### src/rtl/clk_div_pkg.sv
// Shared types and constants for the divider configuration controller.
package clk_div_pkg;

  typedef enum logic [1:0] {
    IDLE      = 2'd0,
    REQ       = 2'd1,
    WAIT_DONE = 2'd2
  } div_cfg_state_e;

  localparam logic [1:0] ERR_NONE    = 2'd0;
  localparam logic [1:0] ERR_INVALID = 2'd1;
  localparam logic [1:0] ERR_TIMEOUT = 2'd2;

  localparam int unsigned DEF_DIV_WIDTH = 32;

endpackage

### src/rtl/dffer.sv
// Enabled register with asynchronous active-low reset to a parameterised value.
module dffer #(
  parameter int unsigned      Width  = 1,
  parameter logic [Width-1:0] RstVal = '0
) (
  input  logic             clk_i,
  input  logic             rst_n_i,
  input  logic             en_i,
  input  logic [Width-1:0] d_i,
  output logic [Width-1:0] q_o
);

  always_ff @(posedge clk_i or negedge rst_n_i) begin
    if (!rst_n_i) begin
      q_o <= RstVal;
    end else if (en_i) begin
      q_o <= d_i;
    end
  end

endmodule

### src/rtl/dffr.sv
// Plain register with asynchronous active-low reset to a parameterised value.
module dffr #(
  parameter int unsigned      Width  = 1,
  parameter logic [Width-1:0] RstVal = '0
) (
  input  logic             clk_i,
  input  logic             rst_n_i,
  input  logic [Width-1:0] d_i,
  output logic [Width-1:0] q_o
);

  always_ff @(posedge clk_i or negedge rst_n_i) begin
    if (!rst_n_i) begin
      q_o <= RstVal;
    end else begin
      q_o <= d_i;
    end
  end

endmodule

### src/rtl/clk_int_div_cfg_ctrl.sv
// Validates ratio writes, hands them to the even divider over valid/ready, and commits them
// as current once the divider reports done. Keeps a one-deep pending slot for writes while busy.
module clk_int_div_cfg_ctrl
  import clk_div_pkg::*;
#(
  parameter int unsigned DIV_WIDTH   = DEF_DIV_WIDTH,
  parameter int unsigned DEF_DIV     = 4,
  parameter bit          INIT_LOAD   = 1'b1,
  parameter int unsigned TIMEOUT_CYC = 1024
) (
  input  logic                 clk_i,
  input  logic                 rst_n_i,
  input  logic                 cfg_wr_i,
  input  logic [DIV_WIDTH-1:0] cfg_div_i,
  input  logic                 err_clr_i,
  output logic                 cfg_busy_o,
  output logic [1:0]           err_o,
  output logic [DIV_WIDTH-1:0] cur_div_o,
  output logic [7:0]           upd_cnt_o,
  output logic [DIV_WIDTH-1:0] div_o,
  output logic                 div_valid_o,
  input  logic                 div_ready_i,
  input  logic                 div_done_i
);

  localparam int unsigned          CntW    = (TIMEOUT_CYC > 2) ? $clog2(TIMEOUT_CYC) : 1;
  localparam logic [DIV_WIDTH-1:0] DefDiv  = DIV_WIDTH'(DEF_DIV);
  localparam logic [CntW-1:0]      TmoLast = CntW'(TIMEOUT_CYC - 1);

  div_cfg_state_e       state_q, state_d;
  logic [1:0]           state_raw;
  logic [DIV_WIDTH-1:0] div_q, div_d;
  logic [DIV_WIDTH-1:0] cur_div_q;
  logic [7:0]           upd_cnt_q;
  logic [1:0]           err_q, err_d;
  logic                 pend_v_q, pend_v_d;
  logic [DIV_WIDTH-1:0] pend_div_q;
  logic [CntW-1:0]      tmo_q, tmo_d;
  logic                 init_q;

  logic                 wr_ok, wr_bad, idle_free, issue, commit, timeout, pend_load;
  logic [DIV_WIDTH-1:0] issue_div;

  assign state_q = div_cfg_state_e'(state_raw);

  always_comb begin
    state_d   = state_q;
    div_d     = div_q;
    err_d     = err_q;
    pend_v_d  = pend_v_q;
    issue     = 1'b0;
    issue_div = cfg_div_i;
    commit    = 1'b0;
    timeout   = 1'b0;

    wr_ok     = cfg_wr_i && (cfg_div_i != '0) && !cfg_div_i[0];
    wr_bad    = cfg_wr_i && !wr_ok;
    // Only a truly idle controller compares a write against cur_div; otherwise it is queued.
    idle_free = (state_q == IDLE) && !init_q && !pend_v_q;

    unique case (state_q)
      IDLE: begin
        if (init_q) begin
          issue     = 1'b1;
          issue_div = DefDiv;
        end else if (pend_v_q) begin
          issue     = 1'b1;
          issue_div = pend_div_q;
          pend_v_d  = 1'b0;
        end else if (wr_ok && (cfg_div_i != cur_div_q)) begin
          issue = 1'b1;
        end
      end
      REQ: begin
        if (tmo_q == TmoLast) begin
          timeout = 1'b1;
        end else if (div_ready_i) begin
          state_d = WAIT_DONE;
        end
      end
      WAIT_DONE: begin
        // The divider has already switched, so a done on the last cycle still commits.
        if (div_done_i) begin
          commit  = 1'b1;
          state_d = IDLE;
          if (pend_v_q) begin
            issue     = 1'b1;
            issue_div = pend_div_q;
            pend_v_d  = 1'b0;
          end
        end else if (tmo_q == TmoLast) begin
          timeout = 1'b1;
        end
      end
      default: state_d = IDLE;
    endcase

    if (timeout) begin
      state_d = IDLE;
    end
    if (issue) begin
      state_d = REQ;
      div_d   = issue_div;
    end

    pend_load = wr_ok && !idle_free;
    if (pend_load) begin
      pend_v_d = 1'b1;
    end

    if (issue) begin
      tmo_d = '0;
    end else if (state_q != IDLE) begin
      tmo_d = tmo_q + CntW'(1);
    end else begin
      tmo_d = tmo_q;
    end

    if (err_clr_i) begin
      err_d = ERR_NONE;
    end
    if (wr_bad) begin
      err_d = ERR_INVALID;
    end
    if (timeout) begin
      err_d = ERR_TIMEOUT;
    end
  end

  dffr #(.Width(2), .RstVal(2'(IDLE))) u_state (
    .clk_i   (clk_i),
    .rst_n_i (rst_n_i),
    .d_i     (state_d),
    .q_o     (state_raw)
  );

  dffr #(.Width(DIV_WIDTH), .RstVal(DefDiv)) u_div (
    .clk_i   (clk_i),
    .rst_n_i (rst_n_i),
    .d_i     (div_d),
    .q_o     (div_q)
  );

  dffer #(.Width(DIV_WIDTH), .RstVal(DefDiv)) u_cur_div (
    .clk_i   (clk_i),
    .rst_n_i (rst_n_i),
    .en_i    (commit),
    .d_i     (div_q),
    .q_o     (cur_div_q)
  );

  dffer #(.Width(8), .RstVal(8'd0)) u_upd_cnt (
    .clk_i   (clk_i),
    .rst_n_i (rst_n_i),
    .en_i    (commit),
    .d_i     (upd_cnt_q + 8'd1),
    .q_o     (upd_cnt_q)
  );

  dffr #(.Width(2), .RstVal(ERR_NONE)) u_err (
    .clk_i   (clk_i),
    .rst_n_i (rst_n_i),
    .d_i     (err_d),
    .q_o     (err_q)
  );

  dffr #(.Width(1), .RstVal(1'b0)) u_pend_v (
    .clk_i   (clk_i),
    .rst_n_i (rst_n_i),
    .d_i     (pend_v_d),
    .q_o     (pend_v_q)
  );

  dffer #(.Width(DIV_WIDTH), .RstVal('0)) u_pend_div (
    .clk_i   (clk_i),
    .rst_n_i (rst_n_i),
    .en_i    (pend_load),
    .d_i     (cfg_div_i),
    .q_o     (pend_div_q)
  );

  dffr #(.Width(CntW), .RstVal('0)) u_tmo (
    .clk_i   (clk_i),
    .rst_n_i (rst_n_i),
    .d_i     (tmo_d),
    .q_o     (tmo_q)
  );

  // Set through reset, cleared on the first edge after release.
  dffr #(.Width(1), .RstVal(INIT_LOAD)) u_init (
    .clk_i   (clk_i),
    .rst_n_i (rst_n_i),
    .d_i     (1'b0),
    .q_o     (init_q)
  );

  assign div_o       = div_q;
  assign div_valid_o = (state_q == REQ);
  assign cfg_busy_o  = (state_q != IDLE) || pend_v_q;
  assign err_o       = err_q;
  assign cur_div_o   = cur_div_q;
  assign upd_cnt_o   = upd_cnt_q;

endmodule

### config.mk
export PLATFORM = sky130hd
export DESIGN_NAME = clk_int_div_cfg_ctrl
export DESIGN_NICKNAME = d
export VERILOG_FILES = /design/src/rtl/clk_div_pkg.sv /design/src/rtl/dffer.sv /design/src/rtl/dffr.sv /design/src/rtl/clk_int_div_cfg_ctrl.sv
export SDC_FILE = /design/constraint.sdc
export NUM_CORES = 1
export LEC_CHECK = 0
export BUFFER_PORTS_ARGS = -buffer_cell sky130_fd_sc_hd__buf_2
export CAP_MARGIN = 20
export CELL_PAD_IN_SITES_DETAIL_PLACEMENT = 0
export CELL_PAD_IN_SITES_GLOBAL_PLACEMENT = 1
export CORE_ASPECT_RATIO = 1.75
export CORE_UTILIZATION = 23
export DETAILED_ROUTE_END_ITERATION = 8
export PLACE_DENSITY = 0.49
export RECOVER_POWER = 100
export SETUP_SLACK_MARGIN = 0.02
export SLEW_MARGIN = 25
export SYNTH_ARGS = -nofsm -noshare
export SYNTH_HDL_FRONTEND = slang
export SYNTH_SLANG_ARGS = --single-unit
### constraint.sdc
create_clock -name clk_i -period 5.45 [get_ports clk_i]
set_clock_uncertainty 0.05 [all_clocks]
set_input_delay 1.09 -clock clk_i [delete_from_list [all_inputs] [get_ports clk_i]]
set_output_delay 1.09 -clock clk_i [all_outputs]
set_load 0.05 [all_outputs]
==> results of run 1 <==
-- report_power, final --
part / total [mW] / internal [mW] / switching (mW)
combinational: 3.10 / 0.943 / 2.16
sequential: 1.67 / 1.26 / 0.415
clock: 1.16 / 0.731 / 0.433
total: 5.94 / 2.93 / 3.01
-- metrics by stage --
step	utilization	hold WS (ns)	cell area [µm²]	power, mW
finish	0.269	0.425	8430	5.94
global route	0.269	0.471	8430	6.31
CTS	0.278	0.418	8710	6.17
detailed placement	0.259	0.408	8120	4.98
global placement	0.259	0.402	8120	4.96
floorplan	-	0.427	7300	4.12
-- cell type report --
class                           instances  area [µm²]  share of cell area
Inverter                                9        33.8             0.00401
Clock buffer                           25         505              0.0599
Multi-Input combinational cell        472        3730               0.443
Timing Repair Buffer                  128         567              0.0672
Clock inverter                          7        90.1              0.0107
Sequential cell                       120        3010               0.357
Tap cell                              396         495              0.0588
-- cells by family (layout without fill, tap and decap cells) --
family	after synthesis	in the layout	synth area share
AOI/OAI and AO/OA	150	150	0.198
xor gates and xnor gates	47	47	0.0564
adders and majority gates	5	5	0.00857
buffers and inverters	68	169	0.0600
DFF	120	120	0.412
muxes	66	66	0.101
other	1	1	0.000514
and+or+nand+nor	203	203	0.163
-- worst reg2reg max path: cells and delay by family (launching register included) --
| family | cells | cell delay (ns) |
|---|---|---|
| compound gates | 3 | 1.44 |
| buf+inv | 2 | 0.51 |
| simple gates | 2 | 0.77 |
| fa+ha+maj | 1 | 0.32 |
| flops | 1 | 0.37 |
-- metal layers --
layer / part of all wire / vias to the layer above
met4: 0.036 / 0
met2: 0.52 / 134
met5: 0 / -
met3: 0.037 / 36
met1: 0.41 / 3002
li1: - / 2692
-- worst paths after layout --
check,from,endpoint,slack [ns],cells past startpoint
setup / recovery,cfg_div_i[14],u_pend_div.q_o[2]$_DFFE_PN0P_,1.40,7
hold / removal,u_upd_cnt.q_o[7]$_DFFE_PN0P_,u_upd_cnt.q_o[7]$_DFFE_PN0P_,0.43,1
setup reg to reg,u_state.q_o[0]$_DFFE_PN0P_,u_div.q_o[15]$_DFFE_PN0N_,1.89,8
hold reg to reg,u_upd_cnt.q_o[7]$_DFFE_PN0P_,u_upd_cnt.q_o[7]$_DFFE_PN0P_,0.43,1
max in group asynchronous,rst_n_i,u_cur_div.q_o[1]$_DFFE_PN0P_,1.77,1
min in group asynchronous,rst_n_i,u_cur_div.q_o[27]$_DFFE_PN0P_,1.68,1
-- registers in the layout, summed over array words and instances, names as in the netlist --
signal	cells
u_upd_cnt.q_o	8
u_pend_v.q_o	1
u_pend_div.q_o	32
u_cur_div.q_o	32
u_div.q_o	32
u_init.q_o	1
u_state.q_o	2
u_err.q_o	2
u_tmo.q_o	10
-- placed cells by master, fill, tap and decap left out, drive strengths merged, types with 2 or more instances in the layout --
master    synthesis  layout
a31o              2       2
inv               9       9
nor4             11      11
a211oi           32      32
a22oi            30      30
dfrtp           117     117
and3             34      34
a21oi             4       4
nor2             70      70
clkbuf           13     107
xor2              9       9
ha                5       5
nand3             6       6
a21o              3       3
a211o             2       2
nor3             43      43
and2              3       3
xnor2            38      38
nor2b             4       4
dfstp             3       3
clkinvlp          0       2
a221o            62      62
mux2i             2       2
clkinv            0       3
buf              46      46
bufinv            0       2
nand4            17      17
mux2             64      64
nand2            12      12
o21ai             6       6
==> results_dict.tcl, run 1 <==
set metrics [dict create \
    area_growth_pct 15.5 \
    wl_per_cell_um 21.7 \
    tns_ns 0 \
    synth-edff-count 0 \
    violations "max-capacitance violations, max-slew violations" \
    synth_area_leaders "dfrtp_1, a221o_1, mux2_2, a211oi_2, xnor2_1" \
    cts.clk_slew.worst_paths_ns 0.05 \
    crit_top_cell "clkbuf_1" \
    fillers 3351 \
    cts_resized 0 \
    outcome "finished with violations" \
    power.leakage_nw 3.38 \
    critPathCaptureType "flip-flop" \
    critPathSlowestCell "clkbuf_1" \
    drt_iter0_drc 291 \
    dp_hpwl_mm 17.1 \
    cp_cell_sequence "clkbuf_1, nor4_1, nand4_1, o21ai_0, a21o_1, clkbuf_1, mux2_2" \
    met2_usage 0.278 \
    io_buffers 113 \
    pre_cts_ws_ns 1.86 \
    place.gp.congestion 0.770 \
    timing.fmax_ghz 0.247 \
    yosysMostFrequentCell "dfrtp_1" \
    nNetsFinal 791 \
    ys_async_sr_fraction 1.00 \
    tritoncts.num_buffers 17 \
    ctsHoldBuffers 0 \
    viasPerCell 5.07 \
    track_usage 0.161 \
    rsz0062_at_grt "false" \
    min_period_ns 4.05 \
    dieWidth_um 137 \
    dp.cells 1125 \
    vdd_drop_max_v 0.000245 \
    vias 5864 \
    setup_slack_ns 1.40 \
    synth_area_um2 7300 \
    drc 0 \
    synthCells 660 \
    num_rows 86 \
    diodes 0 \
    core_area_um2 31300 \
    cpPeakStageDelay_ns 1.03 \
    worstPathRequired_ns 5.72 \
    synth.avg_cell_area_um2 11.1 \
    layout.cells.non_filler 1157 \
    cts_setup_buffers 0 \
    use_met1 0.187 \
    yosys_register_bits 120 \
    crit_family "buffers and inverters" \
    ioPinCount 114 \
    drt_first_pass_iters 4 \
    initial_utilization 0.233 \
    max_cap_viol_count 1 \
    wl_mm 25.1 \
    h-tree-depth 4 \
    fin_crit_sh 0.743 \
    synth_top_cells_by_count "dfrtp_1, nor2_1, a221o_1, xnor2_1, mux2_2" \
    synth_top_area_frac 0.401 \
    grt_pass1_vias 6167 \
    path_class "in2reg" \
    yosys_most_used_dff "dfrtp_1" \
    clockBufferDepth 2 \
    yosysTopAreaCell "dfrtp_1" \
    overflow 0 \
    die_area_um2 32500 \
    finalSetupViolCount 0 \
    drive_gt1_frac 0.213 \
    report.final.slew_viol_count 55 \
    hold_viol 0 \
    synth.distinct_cells 53 \
    grt_max_degree 55 \
    grt_pass1_wl_mm 38.3 \
    globalRoute.busiestLayer "met2" \
    hold_class "reg2reg" \
    yosys_warnings 0 \
    ctsRootBufferMaster "clkbuf_16" \
    grt_util_met3 0.0324 \
    synth_seq_area_share 0.412 \
    max-slew-margin-rel -1.18 \
    synthesis.nets 703 \
    power.density_nw_per_um2 704 \
    critPathBufInv 2 \
    crit_fanout 21 \
    worstMarginPinSlew_ns 3.28 \
    clk_latency_ns 0.44 \
    ant_nets 0 \
    cts_tree "done" \
    cp_data_arrival_time_ns 4.31 \
    fp.dieH_um 238 \
    critPathLaunchType "primary input" \
    antenna_found_initial 0 \
    cts_num_sinks 120 \
]
Power figures use the tool's default switching activity.
==> run 2: changes to the inputs <==
--- a/config.mk
+++ b/config.mk
@@ -5,6 +5,7 @@
 export SDC_FILE = /design/constraint.sdc
 export NUM_CORES = 1
 export LEC_CHECK = 0
+export ABC_AREA = 1
 export BUFFER_PORTS_ARGS = -buffer_cell sky130_fd_sc_hd__buf_2
 export CAP_MARGIN = 20
 export CELL_PAD_IN_SITES_DETAIL_PLACEMENT = 0
@@ -12,7 +13,7 @@
 export CORE_ASPECT_RATIO = 1.75
 export CORE_UTILIZATION = 23
 export DETAILED_ROUTE_END_ITERATION = 8
-export PLACE_DENSITY = 0.49
+export PLACE_DENSITY = 0.53
 export RECOVER_POWER = 100
 export SETUP_SLACK_MARGIN = 0.02
 export SLEW_MARGIN = 25
==> constraint.sdc (replaced) <==
create_clock -name clk_i -period 3.6 [get_ports clk_i]
set_clock_uncertainty 0.05 [all_clocks]
set_input_delay 0.72 -clock clk_i [delete_from_list [all_inputs] [get_ports clk_i]]
set_output_delay 0.72 -clock clk_i [all_outputs]
set_load 0.05 [all_outputs]
==> run 2 against run 1 <==
The flow still finishes with violations (max-capacitance violations, max-slew violations). Cell count fell by 0.86%. Flip-flop and latch count unchanged. Register-to-register slack worse by 1.1 ns. Largest cell class is now registers.
==> results_dict.tcl, run 2 <==
set metrics [dict create \
    fp.dieH_um 215 \
    final_common_cell "nand2_1" \
    synth-edff-count 0 \
    synthesis.nets 750 \
    cts_num_sinks 120 \
    grt_pass1_vias 4972 \
    viasPerCell 4.27 \
    cp_data_arrival_time_ns 2.10 \
    hold_class "in2async" \
    place.gp.congestion 0.732 \
    yosys_register_bits 120 \
    synthCells 707 \
    power.density_nw_per_um2 994 \
    report.final.slew_viol_count 61 \
    core_area_um2 25400 \
    path_class "reg2out" \
    power.leakage_nw 3.32 \
    overflow 0 \
    tritoncts.num_buffers 17 \
    diodes 0 \
    critPathCaptureType "primary output" \
    ctsRootBufferMaster "clkbuf_16" \
    yosysTopAreaCell "dfrtp_1" \
    dp_hpwl_mm 12.7 \
    initial_utilization 0.235 \
    cts_setup_buffers 0 \
    outcome "finished with violations" \
    hold_viol 0 \
    violations "max-capacitance violations, max-slew violations" \
    clk_latency_ns 0.42 \
    cts.clk_slew.worst_paths_ns 0.06 \
    yosysMostFrequentCell "nand2_1" \
    rsz0062_at_grt "false" \
    vias 4900 \
    worstPathRequired_ns 2.83 \
    drt_iter0_drc 234 \
    die_area_um2 26700 \
    synth_top_area_frac 0.490 \
    wl_mm 17.7 \
    critPathLaunchType "flip-flop" \
    drive_gt1_frac 0.142 \
    track_usage 0.143 \
    grt_pass1_wl_mm 28.0 \
    area_growth_pct 21.5 \
    yosys_warnings 0 \
    drc 0 \
    ctsHoldBuffers 0 \
    synth.distinct_cells 38 \
    io_buffers 113 \
    max-slew-margin-rel -0.0736 \
    ys_async_sr_fraction 1.00 \
    clockBufferDepth 2 \
    antenna_found_initial 0 \
    grt_max_degree 74 \
    wl_per_cell_um 15.5 \
    layout.cells.non_filler 1147 \
    synth.avg_cell_area_um2 8.46 \
    drt_first_pass_iters 4 \
    fin_util 0.286 \
    synth_area_um2 5980 \
    synth_top_cells_by_count "nand2_1, dfrtp_1, o21ai_0, inv_1, nor2_1" \
    num_rows 77 \
    worstMarginPinSlew_ns 1.61 \
    vdd_drop_max_v 0.000363 \
    yosys_most_used_dff "dfrtp_1" \
    crit_fanout 23 \
    reg_top3 "u_cur_div.q_o: 32 flops, u_div.q_o: 32 flops, u_pend_div.q_o: 32 flops" \
    dieWidth_um 124 \
    synth_seq_area_share 0.503 \
    cts_resized 0 \
    ioPinCount 114 \
    dp.cells 1115 \
    synth_area_leaders "dfrtp_1, nand2_1, o21ai_0, inv_1, xnor2_1" \
    finalSetupViolCount 0 \
    cts_tree "done" \
    min_period_ns 2.87 \
    layout_common_cells "nand2_1, dfrtp_1, o21ai_0" \
    h-tree-depth 4 \
    nNetsFinal 861 \
    timing.fmax_ghz 0.348 \
    ant_nets 0 \
    max_cap_viol_count 1 \
    tns_ns 0 \
    fin_crit_sh 0.798 \
]
## run 2: worst paths after layout
path / start / to / slack [ns] / cells past startpoint
max in group asynchronous: rst_n_i / u_upd_cnt.q_o[5]$_DFFE_PN0P_ / 1.23 / 2
worst min-delay path: rst_n_i / u_cur_div.q_o[25]$_DFFE_PN0P_ / 0.26 / 1
worst min register to register: u_upd_cnt.q_o[7]$_DFFE_PN0P_ / u_upd_cnt.q_o[7]$_DFFE_PN0P_ / 0.42 / 1
worst max register to register: u_state.q_o[0]$_DFFE_PN0P_ / u_div.q_o[26]$_DFFE_PN0N_ / 0.77 / 8
min in group clk_i: u_upd_cnt.q_o[7]$_DFFE_PN0P_ / u_upd_cnt.q_o[7]$_DFFE_PN0P_ / 0.42 / 1
worst max-delay path: u_pend_v.q_o$_DFFE_PN0P_ / cfg_busy_o / 0.73 / 3
## run 2: logic make-up (layout without fill, tap and decap cells)
logic type | count (synthesis) | in the layout | synth area share
AND/OR/NAND/NOR | 282 | 282 | 0.202
AO/OA/AOI/OAI | 144 | 144 | 0.143
flip-flops | 120 | 120 | 0.503
buffers and inverters | 120 | 244 | 0.0900
XOR/XNOR | 35 | 35 | 0.0513
adder cells (fa/ha/maj) | 5 | 5 | 0.0105
other | 1 | 1 | 0.000627
## run 2: metrics by stage
stage | power, mW | cell area [µm²] | setup slack, ns | hold slack [ns]
after CTS | 7.59 | 7460 | 0.900 | 0.285
after floorplan | 4.88 | 5980 | 1.60 | 0.374
after global placement | 5.68 | 6820 | 0.868 | 0.404
after global routing | 7.74 | 7260 | 0.465 | 0.304
final | 7.22 | 7260 | 0.728 | 0.263
after detailed placement | 5.70 | 6820 | 0.865 | 0.407
## run 2: area by class of cell
| cell class | instances | area [µm²] |
|---|---|---|
| Clock buffer | 18 | 439 |
| Clock inverter | 14 | 198 |
| Fill cell | 2877 | 18200 |
| Inverter | 91 | 344 |
| Multi-Input combinational cell | 467 | 2360 |
| Sequential cell | 120 | 3010 |
| Tap cell | 316 | 395 |
| Timing Repair Buffer | 121 | 520 |
## run 2: critical path, cell delays in order (launching register included)
cell      delay [ns]
dfrtp_1         0.94
inv_1           0.13
nand2_1         0.12
clkbuf_1        0.49
## run 2: power by group
group	switching, mW	internal [mW]	leakage, nW	total [mW]
Combinational	2.44	0.724	1.50	3.17
Clock	0.661	1.18	0.295	1.84
Sequential	0.395	1.82	1.53	2.21
Total	3.50	3.72	3.32	7.22
## run 2: per-layer routing
metal / track usage / share of wire
met1: 0.156 / 0.39
met2: 0.264 / 0.56
met3: 0.0271 / 0.032
met4: 0.0518 / 0.015
met5: 0 / 0
==> run 3: changes to the inputs <==
--- a/config.mk
+++ b/config.mk
@@ -5,7 +5,7 @@
 export SDC_FILE = /design/constraint.sdc
 export NUM_CORES = 1
 export LEC_CHECK = 0
-export ABC_AREA = 1
+export ABC_AREA = 0
 export BUFFER_PORTS_ARGS = -buffer_cell sky130_fd_sc_hd__buf_2
 export CAP_MARGIN = 20
 export CELL_PAD_IN_SITES_DETAIL_PLACEMENT = 0
@@ -13,7 +13,7 @@
 export CORE_ASPECT_RATIO = 1.75
 export CORE_UTILIZATION = 23
 export DETAILED_ROUTE_END_ITERATION = 8
-export PLACE_DENSITY = 0.53
+export PLACE_DENSITY = 0.5
 export RECOVER_POWER = 100
 export SETUP_SLACK_MARGIN = 0.02
 export SLEW_MARGIN = 25
==> constraint.sdc (replaced) <==
create_clock -name clk_i -period 2.5 [get_ports clk_i]
set_clock_uncertainty 0.05 [all_clocks]
set_input_delay 0.5 -clock clk_i [delete_from_list [all_inputs] [get_ports clk_i]]
set_output_delay 0.5 -clock clk_i [all_outputs]
set_load 0.05 [all_outputs]
==> run 3 against run 2 <==
The run ends with design-rule violations left. Global-route usage up 2.3 points. Sequential share of layout area down 7.9 points. Via count up 23%. Worst setup slack worse by 0.58 ns. Flip-flop and latch count unchanged. Wire length up 43%. Worst hold slack worse by 0.093 ns. Critical path depth up 2. Die area up 22%.
==> results_dict.tcl, run 3 (synthesis results as in run 1) <==
set metrics [dict create \
    drive_gt1_frac 0.275 \
    net-switching-power_mw 6.67 \
    report.final.slew_viol_count 0 \
    cts_num_sinks 120 \
    initial_utilization 0.233 \
    fin_crit_sh 0.942 \
    rsz0062_at_grt "false" \
    p_seq_frac 0.266 \
    clkPwrFrac 0.198 \
    seqCellArea_um2 3010 \
    power.density_nw_per_um2 1510 \
    min_period_ns 2.36 \
    num_rows 86 \
    grt_pass1_wl_mm 39.2 \
    timing.rr.end "u_div.q_o[11]$_DFFE_PN0N_" \
    multi_input_area_um2 3810 \
    r2r_setup_slack_ns 0.21 \
    crit_fanout 7 \
    design_area_um2 8990 \
    tritoncts.num_buffers 17 \
    nNetsFinal 830 \
    drt_first_pass_iters 6 \
    worstRegToRegCells 8 \
    core_area_um2 31300 \
    dp.cells 1164 \
    outcome "finished with violations" \
    ctsRootBufferMaster "clkbuf_16" \
    area_growth_pct 23.1 \
    viasPerCell 5.02 \
    ant_nets 0 \
    fillers 3271 \
    cts_tree "done" \
    timing.fmax_ghz 0.425 \
    violations "design-rule violations" \
    cpPeakStageDelay_ns 0.40 \
    io_buffers 113 \
    cp_cell_sequence "inv_1, ha_2, buf_4, nand2_1, clkbuf_2" \
    postPlaceCellArea_um2 8590 \
    layout.cells.non_filler 1197 \
    finalSetupViolCount 0 \
    worstPathRequired_ns 1.95 \
    drc 1 \
    grt_max_degree 53 \
    place.gp.congestion 0.734 \
    hold_viol 0 \
    clk_latency_ns 0.44 \
    cts.clk_slew.worst_paths_ns 0.06 \
    reg_top3 "u_cur_div.q_o: 32 flops, u_div.q_o: 32 flops, u_pend_div.q_o: 32 flops" \
    cts_setup_buffers 0 \
    worstMarginPinSlew_ns 1.18 \
    dieWidth_um 137 \
    totalPowerFinal_mw 13.6 \
    ctsHoldBuffers 0 \
    critPathCaptureType "primary output" \
    critPathSlowestCell "dfrtp_1" \
    die_area_um2 32500 \
    grt_pass1_vias 6235 \
    path_class "reg2out" \
    antenna_found_initial 1 \
    reg2reg_from "u_state.q_o[1]$_DFFE_PN0P_" \
    clockBufferDepth 2 \
    power.leakage_nw 3.68 \
    critPathLaunchType "flip-flop" \
    crit_family "buffers and inverters" \
    vias 6006 \
    wl_per_cell_um 21.2 \
    p_comb_frac 0.536 \
    fp.dieH_um 238 \
    layout_common_cells "dfrtp_1, clkbuf_1, nor2_1" \
    overflow 0 \
    final_common_cell "dfrtp_1" \
    ioPinCount 114 \
    p_int_mw 6.93 \
    max-slew-margin-rel 0.216 \
    hold_class "in2async" \
    cp_data_arrival_time_ns 1.81 \
    drt_iter0_drc 355 \
    h-tree-depth 4 \
    vdd_drop_max_v 0.000693 \
    switching_share 0.491 \
    wl_mm 25.4 \
    dp_hpwl_mm 18.0 \
    track_usage 0.166 \
    max_cap_viol_count 0 \
    critPathBufInv 3 \
]
-- run 3: changes by cell type in the layout (fill, tap and decap cells not counted), moves of 31 or more --
cell,before,now
mux2_2,0,36
nand2_1,186,12
and3_1,3,34
a221o_1,0,62
inv_1,74,8
o21ai_0,104,6
-- run 3: through the flow --
step                TNS, ns   util  worst slack, ns  hold WS [ns]
global route              0  0.287           0.0369         0.251
floorplan                 0      -            0.409         0.154
CTS                       0  0.294           0.0661       0.00228
global placement    -0.0114  0.274          -0.0114         0.404
finish                    0  0.287            0.145         0.171
detailed placement        0  0.274           0.0648         0.406
-- run 3: power by group through the flow --
stage          combinational, mW  clock (mW)  sequential (mW)
5_1_grt                     7.86        2.86             3.74
3_3_place_gp                7.59           0             3.63
2_1_floorplan               3.66           0             5.32
3_5_place_dp                7.63           0             3.65
6_report                    7.29        2.69             3.62
4_1_cts                     7.65        2.78             3.62
-- run 3: worst max-delay path by stage --
stage | from | end | slack [ns] | cells after the start
after detailed placement | cfg_div_i[28] | u_state.q_o[1]$_DFFE_PN0P_ | 0.06 | 8
after floorplan | u_state.q_o[1]$_DFFE_PN0P_ | u_div.q_o[30]$_DFFE_PN0N_ | 0.41 | 10
after global placement | cfg_div_i[26] | u_state.q_o[1]$_DFFE_PN0P_ | -0.01 | 7
after CTS | u_state.q_o[1]$_DFFE_PN0P_ | cfg_busy_o | 0.07 | 5
final | u_state.q_o[1]$_DFFE_PN0P_ | cfg_busy_o | 0.14 | 5
after global routing | u_cur_div.q_o[28]$_DFFE_PN0P_ | u_state.q_o[1]$_DFFE_PN0P_ | 0.04 | 7
-- run 3: timing repair --
action                                  in CTS  in global routing
resized for setup                            0                  3
hold endpoints to repair                     0                  0
endpoints found under the setup margin       0                  5
-- run 3: per-layer routing --
metal	wire, µm	global-route usage	vias up
met3	874	0.0307	28
met4	756	0.0734	0
met1	10300	0.192	3079
li1	-	-	2766
met2	13500	0.290	133
met5	0	0	-
-- run 3: cell type report --
cell class | instances | share of cell area
Clock inverter | 9 | 0.0162
Antenna cell | 1 | 0.000278
Timing Repair Buffer | 167 | 0.113
Sequential cell | 120 | 0.335
Multi-Input combinational cell | 472 | 0.424
Tap cell | 396 | 0.0551
Inverter | 9 | 0.00376
Clock buffer | 23 | 0.0532
